**config.mk**
```make
export PLATFORM = sky130hd
export DESIGN_NAME = seg7_scan_driver
export DESIGN_NICKNAME = d
export VERILOG_FILES = /design/src/rtl/seg7_scan_driver.sv
export SDC_FILE = /design/constraint.sdc
export NUM_CORES = 1
export LEC_CHECK = 0
export CAP_MARGIN = 20
export CELL_PAD_IN_SITES_DETAIL_PLACEMENT = 1
export CELL_PAD_IN_SITES_GLOBAL_PLACEMENT = 1
export CORE_MARGIN = 4
export CORE_UTILIZATION = 48
export DETAILED_ROUTE_END_ITERATION = 8
export PLACE_DENSITY_LB_ADDON = 0.1
export SYNTH_ARGS = -nofsm -noshare
export SYNTH_HDL_FRONTEND = slang
export SYNTH_SLANG_ARGS = --single-unit
```
**constraint.sdc**
```tcl
create_clock -name clk -period 5.7 [get_ports clk]
set_input_delay 1.14 -clock clk [delete_from_list [all_inputs] [get_ports clk]]
set_output_delay 1.14 -clock clk [all_outputs]
set_load 0.03 [all_outputs]
```
**src/rtl/seg7_scan_driver.sv**
```systemverilog
// Multiplexed 7-segment driver for signed results: sequential double-dabble
// conversion behind a valid/ready handshake, leading-zero blanking and an error pattern.
module seg7_scan_driver #(
    parameter int DATA_W         = 10,
    parameter int MAG_DIGITS     = 3,
    parameter int SCAN_DIV       = 1000,
    parameter bit SEG_ACTIVE_LOW = 1'b1
) (
    input  logic                  clk,
    input  logic                  reset,
    input  logic                  in_valid,
    output logic                  in_ready,
    input  logic [DATA_W-1:0]     in_data,
    input  logic                  in_error,
    output logic [6:0]            seg,
    output logic [MAG_DIGITS:0]   digit_en,
    output logic                  busy
);

    localparam int POS   = MAG_DIGITS + 1;
    localparam int BCD_W = 4 * MAG_DIGITS;
    localparam int PRE_W = (SCAN_DIV > 1) ? $clog2(SCAN_DIV) : 1;
    localparam int IDX_W = $clog2(POS);
    localparam int CNT_W = $clog2(DATA_W + 1);

    localparam logic [6:0] SEG_BLANK = 7'b1111111;
    localparam logic [6:0] SEG_DASH  = 7'b1111110;

    typedef enum logic [1:0] {
        ST_IDLE = 2'd0,
        ST_CONV = 2'd1,
        ST_LOAD = 2'd2
    } state_t;

    state_t             state_r;
    logic [DATA_W-1:0]  mag_r;
    logic [BCD_W-1:0]   bcd_r;
    logic [CNT_W-1:0]   cnt_r;
    logic               sign_r;
    logic               err_r;
    logic [BCD_W-1:0]   disp_bcd_r;
    logic               disp_sign_r;
    logic               disp_err_r;
    logic [PRE_W-1:0]   pre_r;
    logic [IDX_W-1:0]   idx_r;
    logic [DATA_W-1:0]  mag_in_s;
    logic [6:0]         pat_s;

    // Active-low glyph for one decimal digit; non-decimal codes show blank.
    function automatic logic [6:0] digit_map(input logic [3:0] d);
        logic [6:0] g;
        case (d)
            4'd0:    g = 7'b0000001;
            4'd1:    g = 7'b1001111;
            4'd2:    g = 7'b0010010;
            4'd3:    g = 7'b0000110;
            4'd4:    g = 7'b1001100;
            4'd5:    g = 7'b0100100;
            4'd6:    g = 7'b0100000;
            4'd7:    g = 7'b0001111;
            4'd8:    g = 7'b0000000;
            4'd9:    g = 7'b0000100;
            default: g = SEG_BLANK;
        endcase
        return g;
    endfunction

    // One double-dabble step: correct nibbles >= 5, then shift in the next magnitude bit.
    function automatic logic [BCD_W-1:0] dabble_step(input logic [BCD_W-1:0] bcd,
                                                     input logic bit_in);
        logic [BCD_W-1:0] adj;
        adj = bcd;
        for (int i = 0; i < MAG_DIGITS; i++) begin
            if (adj[4*i +: 4] >= 4'd5) begin
                adj[4*i +: 4] = adj[4*i +: 4] + 4'd3;
            end else begin
                adj[4*i +: 4] = adj[4*i +: 4];
            end
        end
        return {adj[BCD_W-2:0], bit_in};
    endfunction

    // Active-low glyph for a scan position, including sign, error and zero blanking.
    function automatic logic [6:0] pos_glyph(input logic [BCD_W-1:0] bcd,
                                             input logic neg,
                                             input logic err,
                                             input logic [IDX_W-1:0] idx);
        logic [6:0] g;
        logic [3:0] d;
        logic       lead_zero;
        g         = SEG_BLANK;
        d         = 4'd0;
        lead_zero = 1'b1;
        for (int i = 0; i < MAG_DIGITS; i++) begin
            if (i == int'(idx)) begin
                d = bcd[4*i +: 4];
            end
            if (i >= int'(idx) && bcd[4*i +: 4] != 4'd0) begin
                lead_zero = 1'b0;
            end
        end
        if (err) begin
            g = SEG_DASH;
        end else if (idx == IDX_W'(MAG_DIGITS)) begin
            g = neg ? SEG_DASH : SEG_BLANK;
        end else if (lead_zero && idx != '0) begin
            g = SEG_BLANK;
        end else begin
            g = digit_map(d);
        end
        return g;
    endfunction

    function automatic logic [6:0] apply_pol(input logic [6:0] g);
        return SEG_ACTIVE_LOW ? g : ~g;
    endfunction

    // Absolute value; the most negative input maps to its exact unsigned magnitude.
    always_comb begin
        mag_in_s = in_data;
        if (in_data[DATA_W-1]) begin
            mag_in_s = (~in_data) + DATA_W'(1);
        end else begin
            mag_in_s = in_data;
        end
    end

    // Glyph for the currently indexed position from the stable display registers.
    always_comb begin
        pat_s = apply_pol(pos_glyph(disp_bcd_r, disp_sign_r, disp_err_r, idx_r));
    end

    // Handshake and conversion FSM; display registers change only in LOAD.
    always_ff @(posedge clk) begin
        if (!reset) begin
            state_r     <= ST_IDLE;
            in_ready    <= 1'b1;
            busy        <= 1'b0;
            mag_r       <= '0;
            bcd_r       <= '0;
            cnt_r       <= '0;
            sign_r      <= 1'b0;
            err_r       <= 1'b0;
            disp_bcd_r  <= '0;
            disp_sign_r <= 1'b0;
            disp_err_r  <= 1'b0;
        end else begin
            case (state_r)
                ST_IDLE: begin
                    if (in_valid && in_ready) begin
                        sign_r   <= in_data[DATA_W-1];
                        err_r    <= in_error;
                        mag_r    <= mag_in_s;
                        bcd_r    <= '0;
                        cnt_r    <= '0;
                        in_ready <= 1'b0;
                        busy     <= 1'b1;
                        state_r  <= ST_CONV;
                    end else begin
                        in_ready <= 1'b1;
                        busy     <= 1'b0;
                        state_r  <= ST_IDLE;
                    end
                end
                ST_CONV: begin
                    bcd_r <= dabble_step(bcd_r, mag_r[DATA_W-1]);
                    mag_r <= {mag_r[DATA_W-2:0], 1'b0};
                    if (cnt_r == CNT_W'(DATA_W - 1)) begin
                        cnt_r   <= '0;
                        state_r <= ST_LOAD;
                    end else begin
                        cnt_r   <= cnt_r + CNT_W'(1);
                        state_r <= ST_CONV;
                    end
                end
                ST_LOAD: begin
                    disp_bcd_r  <= bcd_r;
                    disp_sign_r <= sign_r;
                    disp_err_r  <= err_r;
                    in_ready    <= 1'b1;
                    busy        <= 1'b0;
                    state_r     <= ST_IDLE;
                end
                default: begin
                    in_ready <= 1'b1;
                    busy     <= 1'b0;
                    state_r  <= ST_IDLE;
                end
            endcase
        end
    end

    // Scan prescaler, position index and the registered pin outputs.
    always_ff @(posedge clk) begin
        if (!reset) begin
            pre_r    <= '0;
            idx_r    <= '0;
            digit_en <= {{MAG_DIGITS{1'b0}}, 1'b1};
            seg      <= apply_pol(SEG_BLANK);
        end else begin
            if (pre_r == PRE_W'(SCAN_DIV - 1)) begin
                pre_r <= '0;
                if (idx_r == IDX_W'(MAG_DIGITS)) begin
                    idx_r <= '0;
                end else begin
                    idx_r <= idx_r + IDX_W'(1);
                end
            end else begin
                pre_r <= pre_r + PRE_W'(1);
            end
            digit_en <= {{MAG_DIGITS{1'b0}}, 1'b1} << idx_r;
            seg      <= pat_s;
        end
    end

endmodule

```
======== After elaboration in Yosys (flattened, before gate mapping) ========
Memories as Yosys holds them, arrays and structs flattened.
Cells that the tools add are included.
storage, ports and cells
  bits in registers ....................... 69
  ROM bits ................................ 112
  input bits .............................. 14
  output and inout bits ................... 13
  word-level logic and storage cells ...... 86
  memories kept ........................... 1
memories
  name              depth  bits a word  rd ports  clocked after memory_dff  wr ports  line  text
  (name not given)  16     7            1         0                         0         52    case (d)
operators by class
  add/sub/neg operators ................... 7
  order comparisons ....................... 6
  eq/ne operators ......................... 8
  shift operators ......................... 1
  muxes and demuxes ....................... 29
  bitwise gates (word level) .............. 2
  reduce and logical (&&, ||, !) cells .... 16
operators with widths
  cell                                                               count
  2-to-1 mux 4 bit                                                   7
  one-hot mux 12 bit (2 select lines)                                1
  adder 10 x 1 -> 10 bit, second input constant                      2
  2-to-1 mux 10 bit                                                  2
  one-hot mux 10 bit (2 select lines)                                1
  2-to-1 mux 7 bit                                                   2
  greater-or-equal comparator 4 x 3 -> 1 bit, second input constant  3
  2-to-1 mux 12 bit                                                  1
  nonzero test 4 bit                                                 3
  equality test 10 bit, second input constant                        1
  NOT 10 bit                                                         1
  adder 4 x 2 -> 4 bit, second input constant                        2
  2-to-1 mux 1 bit                                                   8
  one-hot mux 4 bit (2 select lines)                                 1
  logical AND 1 bit                                                  5
  adder 4 x 1 -> 4 bit, second input constant                        1
  equality test 2 bit, first input constant                          2
  equality test 2 bit, second input constant                         2
  equality test 4 bit, second input constant                         1
  greater-or-equal comparator 1 x 2 -> 1 bit, first input constant   2
  zero test 2 bit                                                    2
  2-to-1 mux 2 bit                                                   2
  one-hot mux 1 bit (2 select lines)                                 2
  one-hot mux 2 bit (2 select lines)                                 1
  other kinds (11)                                                   14

======== Depth between registers and ports, before layout ========
  depth in word-level cells ............... 9
  mapped depth ............................ 10
  gate-level depth less buffers ........... 9

======== Least setup slack after synthesis ========
No wires, ideal clock.
  path type ............................... in2reg
  start point ............................. input in_data[1]
  end point ............................... register mag_r[8]
  setup time .............................. 0.125 ns
  data arrival time ....................... 2.412 ns
  required time ........................... 5.575 ns
  path slack .............................. 3.163 ns
  cell stages on the path ................. 7
  path through ............................ inv_1 ha_1 or3b_4 o41ai_4 xnor2_1 a222oi_1 nor2b_1
between the ends
  word-level cells in the longest chain between the ends .. 5
RTL lines
  item                                 line  text
  start: declaration                   13    input logic [DATA_W-1:0] in_data,
  NOT 10 bit                           122   mag_in_s = (~in_data) + DATA_W'(1);
  adder 10 x 1 -> 10 bit               122
  2-to-1 mux 10 bit                    121   if (in_data[DATA_W-1]) begin
  2-to-1 mux 10 bit                    150   if (in_valid && in_ready) begin
  one-hot mux 10 bit (2 select lines)  148   case (state_r)
  end signal: assignment               153   mag_r <= mag_in_s;
  end signal: assignment               167   mag_r <= {mag_r[DATA_W-2:0], 1'b0};
  end: declaration                     36    logic [DATA_W-1:0] mag_r;
Every way passes these cells. The select of a mux whose other input is x is not followed.
A chain may end at the register's enable or synchronous reset.

======== Worst setup path after layout ========
  start point ............................. register idx_r[1]
  end point ............................... register seg[0]
between the ends
  word-level cells in the longest chain between the ends .. 9
  elaborated cells between the ends (all ways) .. 22
RTL lines
  item                                                              line  text
  start: declaration                                                45    logic [IDX_W-1:0] idx_r;
  start signal: assignment                                          206   idx_r <= idx_r + IDX_W'(1);
  branches (longest 7 deep; another with memory read (16 x 7 bit))  n/a
  2-to-1 mux 7 bit (*)                                              104   end else if (idx == IDX_W'(MAG_DIGITS)) begin
  2-to-1 mux 1 bit (*)                                              102   if (err) begin
  end signal: assignment                                            199   seg <= apply_pol(SEG_BLANK);
  end signal: assignment                                            212   seg <= pat_s;
  end: declaration                                                  15    output logic [6:0] seg,
Mark *: on every way between the ends.

==> qor.csv <==
metric,value,unit
fin_crit,3.03,ns
report.final.slew_viol_count,0,
die_area,8530,µm²
num_io_pins,27,
total_leakage_power,1.48,nW
post-route-drc-count,0,
postPlaceCellArea,3730,µm²
grt_max_degree,32,
grt_remaining_overflow,0,
cts_setup_buffers,0,
setup.worst_path.end_class,flop,
globalRouteTotalUtil,18.7,%
mostFrequentLayoutCell,dfxtp_1,
drt-initial-drc-count,117,
netlist-cell-type-count,49,
cts.path.max_buffers,2,
mappedNetlistNets,427,
max_freq,330,MHz
cts_resized,0,
synthTopCellsByArea,"dfxtp_1, ha_1, nand2_1, nor2b_1, xnor2_1",
cts_tree,done,
cp_cell_sequence,inv_1 > ha_1 > and2_1 > o31ai_1 > inv_1 > ha_1 > or3b_1 > a31o_1,
finalWorstSetupSlack,2.67,ns
first_global_vias,2755,
status,finished clean,
hold_violations,0,
multi_input_comb_area,1900,µm²
fp-row-count,30,
power_frac_seq,49.7,%
antenna_found_initial,0,
coreArea,6870,µm²
die_width,92.3,µm
final-setup-viol-count,0,
synth_seq_area_share,40.5,%
clock_skew,0.00775,ns
routabilityCongestion,0.782,
setup_repair_after_global_routing_missed_its_margin,no,
crit_start_category,flop,
stdcell_area,3940,µm²
arrival,3.27,ns
syn_area_per_cell,8.71,µm²
timing.critical_path.slowest_stage_cell,o31ai_1,
max_incr_delay_on_cp,0.79,ns
netSwitchingFraction,24.9,%
layout.area.seq,1380,µm²
antenna_left,0,
clock_latency,0.34,ns
syn_inst,392,
clock_tree.htree_level_count,3,
synth_top_area_cell,dfxtp_1,
register_clock_pin_slew_on_the_reported_worst_setup_and_hold_paths,0.08,ns
vias,2759,
max_cap_violations,0,
dp_hpwl,5.27,mm
number_of_hold_buffers_added_after_cts,0,
netSwitchingPower,0.253,mW
layout.nets,450,
final_worst_path_cycle_share,53.1,%
worst-endpoint-required,5.94,ns
cellPowerDensity,258,nW/µm²
netlist_area,3410,µm²
grt_first_pass_wirelength,12.8,mm
reg2reg_depth,8,
worst-path-max-fanout,9,
worst_hold_path.num_cells,1,
layout-drive-gt1-share,6.43,%
ctsRootBufferMaster,clkbuf_8,
yosysTopAreaCellShare,40.5,%
mostFrequentLayoutCells,"dfxtp_1, nand2_1, clkdlybuf4s50_1",
drt_first_pass_iters,5,
antenna_cells_inserted,0,
placement.setup.worst_slack,2.62,ns
path_class,reg2reg,
initial_core_util,49.7,%
seq_cells_post_synth,69,
worst_ir_drop_vdd,0.159,mV
wirelength,7.53,mm
worstHoldPathType,reg2reg,
portBuffers,26,
clkPwrFrac,41.1,%
tightest_slew,0.981,ns
setup-tns-final,0,ns
floorplan.die.height,92.3,µm
synthToLayoutAreaGrowth,15.5,%
detail_route.wl_per_cell,14.6,µm
clock_sinks,69,
fillCellCount,808,
cts_inserted_buffers,9,
drt-vias-per-instance,5.35,
power_frac_comb,9.3,%
internal-power,0.763,mW
slew_headroom,34.4,%
yosys_warnings,0,
synth_stat cells, drive strengths merged:
cell type / number
a21boi: 21
a21oi: 19
a222oi: 7
a22o: 1
a22oi: 6
a31o: 1
a31oi: 2
a32oi: 1
and2: 8
and3: 5
and3b: 1
buf: 4
clkbuf: 12
dfxtp: 69
ha: 21
inv: 16
mux2: 2
mux2i: 3
nand2: 52
nand2b: 13
nand3: 9
nand3b: 3
nand4: 2
nor2: 24
nor2b: 22
nor3: 6
nor3b: 1
nor4: 3
o21ai: 20
o221ai: 2
o22ai: 1
o31ai: 3
o32ai: 1
o41ai: 1
or2: 4
or3: 2
or3b: 2
or4: 1
xnor2: 14
xor2: 7
registers in the layout, indices dropped and copies added, names as in the netlist:
register	count
cnt_r	4
disp_bcd_r	12
idx_r	2
busy	1
sign_r	1
bcd_r	12
digit_en	4
pre_r	10
mag_r	10
state_r	2
in_ready	1
seg	7
disp_err_r	1
disp_sign_r	1
err_r	1
metrics by stage:
stage	util (%)	cells	power (mW)	hold WS, ns
floorplan	-	392	0.577	0.413
global placement	54.4	500	0.608	0.425
detailed placement	54.4	500	0.611	0.437
CTS	57.4	516	1.03	0.449
global route	57.4	516	1.07	0.473
finish	57.4	516	1.02	0.446
worst max-delay path, delay by kind of cell (launching register included):
family,cells,cell delay [ns]
buf+inv,2,0.32
flops,1,0.46
compound gates,2,1.02
fa+ha+maj,2,0.56
simple gates,2,0.56
path summary, 6_finish.rpt:
kind | from | endpoint | slack (ns)
setup / recovery | idx_r[1]$_SDFFE_PN0P_ | seg[0]$_SDFF_PN1_ | 2.67
hold / removal | pre_r[0]$_SDFF_PP0_ | pre_r[0]$_SDFF_PP0_ | 0.45
setup reg to reg | idx_r[1]$_SDFFE_PN0P_ | seg[0]$_SDFF_PN1_ | 2.67
hold reg to reg | pre_r[0]$_SDFF_PP0_ | pre_r[0]$_SDFF_PP0_ | 0.45
per-layer routing:
metal / routed length [µm] / up-vias / GRT usage, %
met5: 0 / - / 0
met1: 3500 / 1314 / 22.3
li1: - / 1392 / -
met3: 230 / 14 / 4.14
met2: 3670 / 39 / 32.4
met4: 132 / 0 / 7.30
cell type report:
cell class | count | share of cell area, %
well taps | 96 | 3.05
multi-input cells | 291 | 48.1
clock inverters | 5 | 1.46
inverters | 16 | 1.52
repair buffers | 28 | 6.98
clock buffers | 11 | 3.84
flip-flops and latches | 69 | 35.0
power groups by stage:
stage | logic (mW) | clock network [mW] | registers [mW]
floorplan | 0.0561 | 0 | 0.521
global placement | 0.0926 | 0 | 0.515
detailed placement | 0.0951 | 0 | 0.516
CTS | 0.0955 | 0.427 | 0.505
global route | 0.104 | 0.456 | 0.507
finish | 0.0942 | 0.417 | 0.505
kinds of logic after synthesis:
logic type               count (synthesis)  share of synthesized area (%)
multiplexers                             5                           1.54
flip-flops                              69                           40.5
buffers and inverters                   32                           3.99
AO/OA/AOI/OAI                           86                           17.5
AND/OR/NAND/NOR                        158                           23.4
XOR/XNOR                                21                           5.39
adder cells (fa/ha/maj)                 21                           7.70
Note: power is estimated with default switching activity, not from simulation.
